[src/rtl/arb_pkg.sv]
// Shared definitions for the four-way round-robin burst arbiter:
// fixed sizes, FSM encoding, output-stage beat record and pointer helper.
package arb_pkg;

    localparam int N_REQ  = 4;
    localparam int SEL_W  = 2;
    localparam int DATA_W = 32;

    typedef enum logic {
        ST_IDLE   = 1'b0,
        ST_LOCKED = 1'b1
    } arb_state_e;

    typedef struct packed {
        logic              vld;
        logic              last;
        logic [SEL_W-1:0]  sel;
        logic [DATA_W-1:0] data;
    } out_beat_t;

    // Round-robin pointer advance; wraps 3 -> 0 via the 2-bit width.
    function automatic logic [SEL_W-1:0] next_ptr(input logic [SEL_W-1:0] p);
        return p + 1'b1;
    endfunction

endpackage

[src/rtl/bit32_4to1mux.sv]
// Shared 32-bit 4:1 payload mux used by several datapaths.
module bit32_4to1mux (
    input  logic [31:0] in0,
    input  logic [31:0] in1,
    input  logic [31:0] in2,
    input  logic [31:0] in3,
    input  logic [1:0]  sel,
    output logic [31:0] y
);

    always_comb begin
        case (sel)
            2'd0:    y = in0;
            2'd1:    y = in1;
            2'd2:    y = in2;
            default: y = in3;
        endcase
    end

endmodule

[src/rtl/rr_pick4.sv]
// Combinational round-robin picker: first set request bit at or after ptr.
module rr_pick4
    import arb_pkg::*;
(
    input  logic [N_REQ-1:0] req,
    input  logic [SEL_W-1:0] ptr,
    output logic             any,
    output logic [SEL_W-1:0] idx,
    output logic [N_REQ-1:0] onehot
);

    logic [SEL_W-1:0] cand;

    // Scan farthest offset first so the closest hit to ptr is the one kept.
    always_comb begin
        any    = 1'b0;
        idx    = '0;
        cand   = '0;
        for (int k = N_REQ - 1; k >= 0; k--) begin
            cand = ptr + SEL_W'(k);
            if (req[cand]) begin
                any = 1'b1;
                idx = cand;
            end
        end
        onehot = any ? (N_REQ'(1) << idx) : '0;
    end

endmodule

[src/rtl/rr_burst_arb4.sv]
// Four-requester round-robin arbiter with burst lock and a single registered
// valid/ready output stage feeding one shared consumer.
module rr_burst_arb4
    import arb_pkg::*;
#(
    parameter int DATA_W_P = DATA_W,   // fixed at 32 by the shared mux
    parameter int N_REQ_P  = N_REQ     // fixed at 4; grant index is 2 bits
) (
    input  logic                clk,
    input  logic                reset,
    input  logic [N_REQ-1:0]    req_valid,
    input  logic [N_REQ-1:0]    req_last,
    input  logic [DATA_W-1:0]   req_data0,
    input  logic [DATA_W-1:0]   req_data1,
    input  logic [DATA_W-1:0]   req_data2,
    input  logic [DATA_W-1:0]   req_data3,
    output logic [N_REQ-1:0]    req_ready,
    output logic                out_valid,
    output logic [DATA_W-1:0]   out_data,
    output logic [SEL_W-1:0]    out_sel,
    output logic                out_last,
    input  logic                out_ready
);

    arb_state_e       state_q, state_d;
    logic [SEL_W-1:0] rr_ptr_q, rr_ptr_d;
    logic [SEL_W-1:0] owner_q, owner_d;

    logic             load_en;
    logic             pick_any;
    logic [SEL_W-1:0] pick_idx;
    logic [N_REQ-1:0] pick_onehot;
    logic [SEL_W-1:0] grant;
    logic [N_REQ-1:0] ready_c;
    logic             xfer;
    logic             gnt_last;
    logic [DATA_W-1:0] mux_y;
    out_beat_t        beat_q;

    assign load_en = !beat_q.vld || out_ready;

    rr_pick4 u_pick (
        .req    (req_valid),
        .ptr    (rr_ptr_q),
        .any    (pick_any),
        .idx    (pick_idx),
        .onehot (pick_onehot)
    );

    // Grant: picker result in IDLE, the burst owner while LOCKED.
    always_comb begin
        grant   = pick_idx;
        ready_c = '0;
        if (state_q == ST_IDLE) begin
            if (load_en && pick_any) ready_c = pick_onehot;
        end else begin
            grant = owner_q;
            if (load_en && req_valid[owner_q]) ready_c[owner_q] = 1'b1;
        end
    end

    assign req_ready = reset ? '0 : ready_c;
    assign xfer      = |ready_c;
    assign gnt_last  = req_last[grant];

    bit32_4to1mux u_mux (
        .in0 (req_data0),
        .in1 (req_data1),
        .in2 (req_data2),
        .in3 (req_data3),
        .sel (grant),
        .y   (mux_y)
    );

    always_comb begin
        state_d  = state_q;
        rr_ptr_d = rr_ptr_q;
        owner_d  = owner_q;
        case (state_q)
            ST_IDLE: begin
                if (xfer) begin
                    if (gnt_last) begin
                        rr_ptr_d = next_ptr(grant);
                    end else begin
                        state_d = ST_LOCKED;
                        owner_d = grant;
                    end
                end
            end
            default: begin
                // An owner that stalls keeps the lock indefinitely.
                if (xfer && gnt_last) begin
                    state_d  = ST_IDLE;
                    rr_ptr_d = next_ptr(owner_q);
                end
            end
        endcase
    end

    always_ff @(posedge clk or posedge reset) begin
        if (reset) begin
            state_q  <= ST_IDLE;
            rr_ptr_q <= '0;
            owner_q  <= '0;
        end else begin
            state_q  <= state_d;
            rr_ptr_q <= rr_ptr_d;
            owner_q  <= owner_d;
        end
    end

    always_ff @(posedge clk or posedge reset) begin
        if (reset) begin
            beat_q <= '0;
        end else if (xfer) begin
            beat_q.vld  <= 1'b1;
            beat_q.last <= gnt_last;
            beat_q.sel  <= grant;
            beat_q.data <= mux_y;
        end else if (out_ready) begin
            beat_q.vld <= 1'b0;
        end
    end

    assign out_valid = beat_q.vld;
    assign out_last  = beat_q.last;
    assign out_sel   = beat_q.sel;
    assign out_data  = beat_q.data;

endmodule

[config.mk]
export PLATFORM = sky130hd
export DESIGN_NAME = rr_burst_arb4
export DESIGN_NICKNAME = d
export VERILOG_FILES = /design/src/rtl/arb_pkg.sv /design/src/rtl/bit32_4to1mux.sv /design/src/rtl/rr_pick4.sv /design/src/rtl/rr_burst_arb4.sv
export SDC_FILE = /design/constraint.sdc
export NUM_CORES = 1
export LEC_CHECK = 0
export BUFFER_PORTS_ARGS = -buffer_cell sky130_fd_sc_hd__buf_2
export CAP_MARGIN = 10
export CORE_ASPECT_RATIO = 0.5
export CORE_MARGIN = 1
export CORE_UTILIZATION = 39
export DETAILED_ROUTE_END_ITERATION = 7
export GPL_TIMING_DRIVEN = 1
export HOLD_SLACK_MARGIN = 0.08
export PLACE_DENSITY = 0.78
export SLEW_MARGIN = 20
export SYNTH_ARGS = -nofsm -noshare
export SYNTH_HDL_FRONTEND = slang
export SYNTH_HIERARCHICAL = 1
export SYNTH_SLANG_ARGS = --single-unit
[constraint.sdc]
create_clock -name clk -period 2.3 [get_ports clk]
set_input_delay 0.115 -clock clk [delete_from_list [all_inputs] [get_ports clk]]
set_output_delay 0.115 -clock clk [all_outputs]
set_load 0.01 [all_outputs]
# Word-level counts from Yosys, hierarchy flattened
# Cells that the tools add are included.
word_totals:
  word_cells: 77
  input_bits: 139
  output_inout_bits: 40
  regBits: 41
op_classes:
  magnitude_cmp: 7
  n_bitwise: 2
  reduce_logical: 13
  shifts: 1
  eq_ne: 3
  add_sub_neg: 5
  mux: 39
ops:
  columns: ["cell", "n"]
  rows:
  - ["32-bit one-hot mux with 3 select lines", 1]
  - ["4-bit two-way mux", 5]
  - ["2-bit by 3-bit less-than comparator with 1-bit output (second input constant)", 6]
  - ["2-bit two-way mux", 9]
  - ["1-bit two-way mux", 17]
  - ["1-bit binary-select mux with 2-bit select", 6]
  - ["2-bit by 1-bit adder with 2-bit output (second input constant)", 3]
  - ["3-bit AND reduction", 2]
  - ["2-bit nonzero test", 3]
  - ["2-bit adder (second input constant)", 2]
  - ["1-bit logical AND", 4]
  - ["4-bit OR reduction", 1]
  - ["1-bit by 2-bit left shift with 4-bit output (first input constant)", 1]
  - ["1-bit demux with 2-bit select", 1]
  - ["2-bit by 1-bit equality test with 1-bit output (second input constant)", 1]
  - ["2-bit equality test (second input constant)", 1]
  - ["2-bit by 1-bit >= comparator with 1-bit output (second input constant)", 1]
  - ["2-bit zero test", 1]
  - ["2-bit by 1-bit inequality test with 1-bit output (second input constant)", 1]
  - ["1-bit NOT", 2]
  - ["1-bit zero test", 1]
  - ["1-bit logical OR", 1]

# Logic depth before layout (Yosys ltp)
# Gate-level depths: netlist of the first run.
logic_depth:
  depth_word: 15
  depth_mapped: 9
  depth_no_buf: 7

# By module
# The synthesis of the first run kept the hierarchy.
by_module_without_submodules:
  columns: ["module", "area_per_inst_um2", "cells_per_inst", "instances", "seq_area_each_um2"]
  rows:
  - ["rr_burst_arb4", 1765.4, 116, 1, 1026.0]
  - ["bit32_4to1mux", 814.5, 39, 1, 0.0]
  - ["rr_pick4", 176.4, 28, 1, 0.0]

# Worst setup path before layout of the first run
# Ideal clock, no wire load.
synth_timing:
  path_kind: "register to register"
  startpoint: "reg rr_ptr_q[0]"
  endpoint: "reg beat_q, in the netlist out_data[0]"
  path_slack_ns: -0.011
  path_buffers: 1
  arrival_ns: 2.184
  required_ns: 2.173
  setup_time_ns: 0.127
  synth_period_minus_slack_ns: 2.311
  path_stages_with_launch: 9
  path_cell_list: "dfrtp_1 nor2b_2 nor2_1 o311a_1 o41ai_1 nor3b_2 nor2_8 buf_6 mux2_1"
synth_via:
  elab_chain_cells: 12
synth_rtl:
  columns: ["item", "line_no", "rtl"]
  rows:
  - ["from (decl)", "rr_burst_arb4.sv:26", "logic [SEL_W-1:0] rr_ptr_q, rr_ptr_d;"]
  - ["from (signal assigned)", "rr_burst_arb4.sv:107", "rr_ptr_q <= rr_ptr_d;"]
  - ["2-bit adder", "rr_pick4.sv:20", "cand = ptr + SEL_W'(k);"]
  - ["1-bit binary-select mux with 2-bit select", "rr_pick4.sv:21", "if (req[cand]) begin"]
  - ["1-bit two-way mux (implied by the code)", "rr_pick4.sv:21", null]
  - ["2-bit two-way mux (4 in series)", "rr_pick4.sv:21", null]
  - ["1-bit by 2-bit left shift with 4-bit output", "rr_pick4.sv:26", "onehot = any ? (N_REQ'(1) << idx) : '0;"]
  - ["4-bit two-way mux *", "rr_pick4.sv:26", null]
  - ["named net pick_onehot[0]", "rr_burst_arb4.sv:32", "logic [N_REQ-1:0] pick_onehot;"]
  - ["4-bit two-way mux *", "rr_burst_arb4.sv:55", "if (load_en && pick_any) ready_c = pick_onehot;"]
  - ["4-bit two-way mux *", "rr_burst_arb4.sv:54", "if (state_q == ST_IDLE) begin"]
  - ["4-bit OR reduction *", "rr_burst_arb4.sv:63", "assign xfer = |ready_c;"]
  - ["to (decl)", "rr_burst_arb4.sv:38", "out_beat_t beat_q;"]
# The timed path passes the listed nets; every way through them passes the cells marked *. The select of a mux whose other input is x is not followed.
# A chain may end at the register's enable or synchronous reset.

# Worst setup path in the final report of the first run
layout_timing:
  startpoint: "reg rr_ptr_q[1]"
  endpoint: "reg beat_q, in the netlist out_data[18]"
# The elaborated chain is that of the path after synthesis.

==> out/qor.txt, run 1 <==
outcome - complete, but fails checks
failing checks - negative setup slack
wirelength, routed - 7900 um
CP max FO - 15
Detailed Routing Iterations Pass 1 - 4
final setup fails - 21
worst hold slack - 242 ps
Vias/cell - 5.25
placer's final routability congestion estimate - 0.838
number of buffers created by CTS - 5
fin util - 0.628
metal2 WL - 4270 um
share of cells above drive strength 1 - 0.738
full die area - 7430 um^2
#FFs+latches synth - 41
clock sinks - 41
r2r endpoint - out_data[18]
Final Non-Filler Cells - 477
die width - 121 um
hold depth - 3
Least-Margin Pin Slew - 833 ps
Hold Crit Class - input port to flop
largest net degree at the start of global routing - 24
io pins - 179
root buffer cell - clkbuf_16
DRC violation count after routing - 0
register area share after synthesis - 0.372
Slew Limit Fails - 0
FF-to-FF Start - rr_ptr_q[1]
highest clock rate - 428 MHz
internal power - 4.14 mW
worst setup margin - -36.0 ps
crit path launch type - flop
combinational power share - 0.653
post-synthesis cell area - 2760 um^2
first-pass GRT wire length - 11800 um
Reg power frac - 0.220
Final Cycle Share - 1.02
vias in the first global route - 2439
routed vias - 2506
worst vdd ir - 0.657 mV
commonest non-fill, non-tap cells in the layout - buf_2, dfrtp_1, mux4_2, mux2_4, buf_4
Metal-1 WL - 3270 um
max_slew headroom - 0.441
Clk network pwr share - 0.127
Worst Path Required - 2460 ps
Hold Startpoint - out_ready
met3 WL - 327 um
YS warnings - 6
Starting DRT DRC Count - 136
H-tree lvl count - 2
Layout Nets - 523
Sw Share - 0.348
P_sw - 2.21 mW
Critical Path Start - rr_ptr_q[1]
syn avg cell area - 15.1 um^2
Endpoint, Worst Hold - out_valid
commonest non-fill, non-tap cell in the layout - buf_2
All-Layer GR Usage - 0.207
post-synth cell types - 41
Layout area overhead - 53.9%
initial antenna violation count - 0
Row Count - 21
DR top layer - met4
Worst setup EP type - flop
clock skew - 5.27 ps
clk slew on worst S/H paths - 60 ps
fin crit period - 2340 ps
clk buf depth - 2
HPWL after DPL - 5970 um
initial core utilization - 0.408
Routed Antenna Nets - 0
leakage power - 2.10 nW
FF-to-FF setup slack - -40 ps
PwrDens - 1500 nW/um^2
Post-Syn Instances - 183
Port Buffer Count - 178
Skew-Pair Late Insertion Delay - 280 ps
grt ovf - 0
area of the core - 6750 um^2
Hold Vio Cnt, Final - 0
Critical-path top delay cell - dfrtp_2
placed insts - 459
DIE HEIGHT - 61.4 um
RSZ-0062 raised after global routing - true
top_reg_cell synth - dfrtp_1
CTS tree - yes
Crit Path Class - flop to flop
Max Cap Viol - 0
Post-synth ARST share - 1.00
Largest stage delay, worst path - 450 ps
CP cell instances - inv_2 > buf_6 > nor2_2 > o31a_1 > o41ai_4 > nor3b_4 > nor2_8 > buf_12 > mux2_1
Avg WL per Cell - 16.6 um
Worst Reg-to-Reg Cells - 9
WP data arrival - 2500 ps
Syn Nets - 322
# diodes - 0
Post-synth EDFFs - 0
==> sequential cells by signal, summed over array words and instances, names as in the netlist, named ones only <==
name,cells
out_last,1
out_valid,1
owner_q,2
out_data,32
out_sel,2
rr_ptr_q,2
==> worst max-delay path: cells and delay by family (launching register included) <==
family	cells	cell delay [ps]
AO/OA/AOI/OAI	2	740
flip-flops	1	450
buffers and inverters	3	370
multiplexers	1	330
AND/OR/NAND/NOR	3	310
==> stage by stage <==
stage / setup slack [ps] / TNS (ps) / power, mW / area, um^2
after floorplan: 53.3 / 0 / 3.88 / 2760
after global placement: -77.1 / -2250 / 4.78 / 3830
after detailed placement: -105 / -3250 / 4.87 / 3830
after CTS: -28.3 / -442 / 5.81 / 4080
after global routing: -112 / -3000 / 6.72 / 4240
final: -36.0 / -315 / 6.35 / 4240
==> worst max path at each step <==
stage	cells past startpoint	to
finish	9	out_data[18]
global route	9	out_data[13]
CTS	9	out_data[30]
detailed placement	8	out_data[5]
global placement	8	out_data[9]
floorplan	8	out_data[0]
==> layer usage <==
layer,global-route usage,vias up
li1,-,1140
met1,0.259,1291
met2,0.387,71
met3,0.0426,4
met4,0.0317,0
met5,0,-
==> Yosys cell counts (2+ instances only) <==
cell      count  area [um^2]
dfrtp_1      41         1030
nand2b_1      2         12.5
mux4_1        2         52.6
nor2_1        4         15.0
nand4b_1      2         17.5
mux4_2       32          721
buf_12        3         60.1
nor2b_2       2         17.5
inv_1         6         22.5
buf_6         4         45.0
buf_2         4         20.0
a21oi_1       6         30.0
nand2_1       5         18.8
nor3_1        4         20.0
o31a_1        2         17.5
mux2_1       31          349
o21ai_0       4         20.0
mux2_2        6         67.6
==> cell type report <==
cell class,count,area (um^2)
Clock buffer,7,143
Clock inverter,1,30.0
Fill cell,503,2510
Inverter,6,22.5
Multi-Input combinational cell,125,1720
Sequential cell,41,1030
Tap cell,92,115
Timing Repair Buffer,205,1180
==> power groups by stage <==
stage	clock [mW]	sequential, mW	combinational (mW)
after CTS	0.822	1.37	3.61
after global routing	0.856	1.44	4.43
after detailed placement	0	1.38	3.49
after global placement	0	1.36	3.43
final	0.810	1.40	4.15
after floorplan	0	1.50	2.38
==> logic make-up (layout without fill, tap and decap cells) <==
logic type	count (synthesis)	after routing	synth area share
muxes	73	73	0.441
DFF	41	41	0.372
and+or+nand+nor	31	31	0.0794
AOI/OAI and AO/OA	21	21	0.0540
buffers and inverters	17	219	0.0536
==> timing repair <==
action,in CTS,in global routing
pin swaps,4,3
hold buffers,1,0
resized for setup,10,27
endpoints found under the setup margin,39,39
cloned,0,1
endpoints found under the hold margin,22,0
setup buffers,4,4
No activity file was read; power rests on OpenSTA's default activity.
==> run 2, diff against run 1 <==
- ABC_AREA: default -> 1
- CORE_UTILIZATION: 39 -> 41
- REMOVE_ABC_BUFFERS: default -> 1
==> out/qor.txt, run 2 <==
clk slew on worst S/H paths - 60 ps
top post-synthesis cells by area - dfrtp_1, nand2_1, nand3_1
Row Count - 22
crit path launch type - flop
Least-Margin Pin Slew - 842 ps
io pins - 179
#FFs+latches synth - 41
Layout Nets - 782
initial core utilization - 0.428
Post-synth EDFFs - 0
Avg WL per Cell - 13.3 um
# diodes - 0
syn avg cell area - 6.78 um^2
clock sinks - 41
Post-synth ARST share - 1.00
max reg flops - 32
Hold Vio Cnt, Final - 0
setup TNS - 0 ps
share of cells above drive strength 1 - 0.425
Post-Syn Instances - 466
clk buf depth - 2
Worst Reg-to-Reg Cells - 19
Multi-input gate area - 1940 um^2
Hold Buf Count CTS - 0
worst hold slack - 49.5 ps
Final Non-Filler Cells - 739
highest clock rate - 443 MHz
worst vdd ir - 1.45 mV
initial antenna violation count - 0
CTS tree - yes
Layout area overhead - 42.3%
H-tree lvl count - 2
post-synth cell types - 26
Vias/cell - 5.16
commonest cells in the netlist - nand2_1, nand3_1, dfrtp_1
Worst Path Required - 2460 ps
DIE HEIGHT - 64.1 um
routed vias - 3816
leakage power - 2.44 nW
Critical Path Start - rr_ptr_q[0]
fin crit period - 2260 ps
area post-placement - 4060 um^2
top_reg_cell synth - dfrtp_1
design area - 4490 um^2
fin util - 0.609
Crit Path Class - flop to flop
share of the synthesized area in the top cell type - 0.325
outcome - finished clean
commonest non-fill, non-tap cells in the layout - buf_2, nand2_1, nand3_1, dfrtp_1, nand4_1
die width - 126 um
Hold Crit Class - input port to async pin
full die area - 8080 um^2
Fillers - 726
placer's final routability congestion estimate - 0.811
Skew-Pair Late Insertion Delay - 280 ps
PwrDens - 2090 nW/um^2
max_slew headroom - 0.438
HPWL after DPL - 6750 um
post-synthesis cell area - 3160 um^2
FF-to-FF Start - rr_ptr_q[0]
first-pass GRT wire length - 15500 um
YS warnings - 6
largest net degree at the start of global routing - 42
area leader, netlist - dfrtp_1
most frequent cell after synthesis - nand2_1
clock skew - 2.67 ps
All-Layer GR Usage - 0.232
Detailed Routing Iterations Pass 1 - 4
Max Cap Viol - 0
number of buffers created by CTS - 5
CP max FO - 5
DRC violation count after routing - 0
Routed Antenna Nets - 0
wirelength, routed - 9820 um
vias in the first global route - 3461
Seq. cell area - 1030 um^2
FF-to-FF setup slack - 40 ps
root buffer cell - clkbuf_16
Slew Limit Fails - 0
final setup fails - 0
Port Buffer Count - 178
RSZ-0062 raised after global routing - true
area of the core - 7380 um^2
grt ovf - 0
Final Cycle Share - 0.982
commonest non-fill, non-tap cell in the layout - buf_2
placed insts - 723
Worst setup EP type - flop
Starting DRT DRC Count - 189
register area share after synthesis - 0.325
WP data arrival - 2420 ps
-- run 2: changes by cell type after synthesis, sizes merged, moves of 9 or more --
cell | previous run | this run
nand3 | 0 | 109
nand4 | 1 | 32
mux4 | 34 | 0
mux2 | 38 | 0
nand2 | 5 | 202
buf | 11 | 31
inv | 6 | 15
-- run 2: area by class of cell --
cell class | instances | share of cell area
multi-input cells | 378 | 0.431
repair buffers | 201 | 0.265
flip-flops and latches | 41 | 0.229
clock buffers | 7 | 0.0317
well taps | 96 | 0.0267
inverters | 16 | 0.0167
-- run 2: stage by stage --
stage | setup WS, ps | power [mW]
2_1_floorplan | -1100 | 5.45
3_3_place_gp | -39.9 | 7.57
3_5_place_dp | -67.0 | 7.71
4_1_cts | 2.04 | 8.43
5_1_grt | -93.5 | 10.3
6_report | 41.8 | 9.41
-- run 2: critical path, cell delays in order (launching register included) --
cell     delay, ps
dfrtp_2        440
buf_4          160
nand2_1         80
nand2_2         70
nand2_2         90
nand2_4         60
nand2_4         70
nand2_4         60
nand3_4        100
nand2_4         70
o21ai_4        190
buf_6          150
nor2_4          30
nor2_2         110
o21ai_2         60
nand2_2        140
buf_6          110
inv_1           30
nand2_1         40
o21ai_1         60
-- run 2: cell families (layout without fill, tap and decap cells) --
kind of cell              count (synthesis)  count (layout)  share of synthesized area
buffers and inverters                    47             224                      0.111
AOI/OAI and AO/OA                        15              15                     0.0261
xor gates and xnor gates                  1               1                    0.00277
and+or+nand+nor                         362             362                      0.535
DFF                                      41              41                      0.325
-- run 2: routing by layer --
metal | track usage | vias up | wire (um)
met5 | 0 | - | 0
met4 | 0.0708 | 0 | 150
met3 | 0.0310 | 15 | 383
met2 | 0.419 | 108 | 5080
met1 | 0.290 | 1784 | 4200
li1 | - | 1909 | -
-- run 2: how the worst max path moves through the flow --
stage | to | slack (ps) | cells after the start
after floorplan | out_data[0] | -1100 | 12
after global placement | owner_q[0] | -40 | 14
after detailed placement | owner_q[0] | -70 | 14
after CTS | owner_q[0] | 2 | 19
after global routing | flop | -90 | 19
final | flop | 40 | 19
-- run 2: timing repair --
item                       4_1_cts  5_1_grt
buffers inserted                 0        8
resized for setup                2       62
gates cloned                     0        1
pin swaps                        0       19
setup endpoints to repair       30       44
-- run 2: where the power goes --
| group | total (mW) | internal [mW] | switching, mW |
|---|---|---|---|
| sequential | 1.39 | 1.15 | 0.237 |
| clock | 0.680 | 0.426 | 0.254 |
| combinational | 7.34 | 2.82 | 4.52 |
==> run 3, diff against run 2 <==
- SETUP_SLACK_MARGIN: default -> 0.15
==> out/qor.txt, run 3 (synthesis gave the netlist of run 2 again) <==
Clk network pwr share - 0.071
H-tree lvl count - 2
Worst Path Required - 2460 ps
Slew Limit Fails - 0
Reg power frac - 0.146
die width - 126 um
fin util - 0.607
RSZ-0062 raised after global routing - true
clock sinks - 41
leakage power - 2.42 nW
internal power - 4.47 mW
# diodes - 0
first-pass GRT wire length - 16100 um
DIE HEIGHT - 64.1 um
max_slew headroom - 0.429
DRC violation count after routing - 0
combinational power share - 0.783
Layout area overhead - 41.8%
crit path launch type - flop
Hold Vio Cnt, Final - 0
io pins - 179
fin crit period - 2190 ps
outcome - finished clean
clock skew - 3.36 ps
CP max FO - 8
Final Cycle Share - 0.952
Seq. cell area - 1030 um^2
area post-placement - 4060 um^2
Final Non-Filler Cells - 741
Detailed Routing Iterations Pass 1 - 4
Sw Share - 0.533
PwrDens - 2130 nW/um^2
Hold Buf Count CTS - 0
setup TNS - 0 ps
Worst setup EP type - flop
placer's final routability congestion estimate - 0.811
routed vias - 3902
root buffer cell - clkbuf_16
Routed Antenna Nets - 0
Crit Path Class - flop to flop
Skew-Pair Late Insertion Delay - 280 ps
initial antenna violation count - 0
Row Count - 22
vias in the first global route - 3554
commonest non-fill, non-tap cell in the layout - nand2_1
worst vdd ir - 1.62 mV
Max Cap Viol - 0
CTS tree - yes
largest net degree at the start of global routing - 42
commonest non-fill, non-tap cells in the layout - nand2_1, buf_2, nand3_1, dfrtp_1, nand4_1
number of buffers created by CTS - 5
placed insts - 723
initial core utilization - 0.428
final setup fails - 0
Layout Nets - 784
area of the core - 7380 um^2
Avg WL per Cell - 13.4 um
clk slew on worst S/H paths - 60 ps
full die area - 8080 um^2
Tot Pwr - 9.56 mW
All-Layer GR Usage - 0.242
Fillers - 728
share of cells above drive strength 1 - 0.425
Multi-input gate area - 1900 um^2
WP data arrival - 2350 ps
highest clock rate - 457 MHz
clk buf depth - 2
Vias/cell - 5.27
Port Buffer Count - 178
max reg flops - 32
Starting DRT DRC Count - 214
Least-Margin Pin Slew - 855 ps
grt ovf - 0
design area - 4480 um^2
wirelength, routed - 9900 um
Hold Crit Class - input port to async pin
P_sw - 5.09 mW
HPWL after DPL - 6750 um
## run 3: cell count changes in the layout (fill, tap and decap cells not counted), sizes merged
cell	change
buf	+1
clkinv	+1
## run 3: final cells by class
class / instances / area share
timing repair buffer: 202 / 0.268
timing repair inverter: 1 / 0.00196
sequential: 41 / 0.230
tap: 96 / 0.0268
clock buffer: 7 / 0.0318
multi-input combinational: 378 / 0.423
inverter: 16 / 0.0182
## run 3: what timing repair did
| action | in CTS | in global routing |
|---|---|---|
| hold endpoints to repair | 0 | 0 |
| pin swaps | 7 | 12 |
| buffers inserted | 5 | 4 |
| gates cloned | 1 | 1 |
| gates resized for setup | 21 | 36 |
| endpoints found under the setup margin | 42 | 45 |
## run 3: path summary, 6_finish.rpt
path	slack [ps]	to	depth (start not counted)	from
min in group clk	140	out_data[16]	5	req_data0[16]
worst max register to register	110	flop	19	rr_ptr_q[0]
worst max-delay path	110	flop	19	rr_ptr_q[0]
worst min-delay path	60	owner_q[1]	2	reset
worst min register to register	460	out_data[20]	2	out_data[20]
max in group asynchronous	1650	rr_ptr_q[1]	2	reset
## run 3: routing by layer
layer	global-route usage	share of wire	up-vias
met5	0	0	-
met4	0.0708	0.019	0
met3	0.0310	0.052	20
met2	0.438	0.51	144
met1	0.305	0.42	1817
li1	-	-	1921
## run 3: per-stage QoR
| step | setup slack [ps] | hold slack (ps) |
|---|---|---|
| 2_1_floorplan | -1100 | 274 |
| 3_3_place_gp | -39.9 | 380 |
| 3_5_place_dp | -67.0 | 379 |
| 4_1_cts | 91.8 | 83.3 |
| 5_1_grt | -78.2 | 149 |
| 6_report | 110 | 63.0 |
## run 3: critical path, cell delays in order (launching register included)
cell,delay [ps]
dfrtp_2,450
clkinv_4,120
nand2_2,90
nand2_4,60
nand2_4,80
nand2_4,60
inv_2,70
nand2_2,60
nand3_4,100
nand2_4,70
o21ai_4,170
buf_6,140
nor2_4,30
nor2_2,90
o21ai_1,80
nand2_2,140
buf_6,120
inv_2,20
nand2_1,40
o21ai_1,60
## run 3: power by group through the flow
stage                     Sequential, mW  Clock [mW]  Combinational (mW)
after floorplan                     1.51           0                3.94
after global placement              1.38           0                6.19
after detailed placement            1.39           0                6.31
after CTS                           1.39       0.694                6.73
after global routing                1.44       0.730                8.32
final                               1.39       0.680                7.49
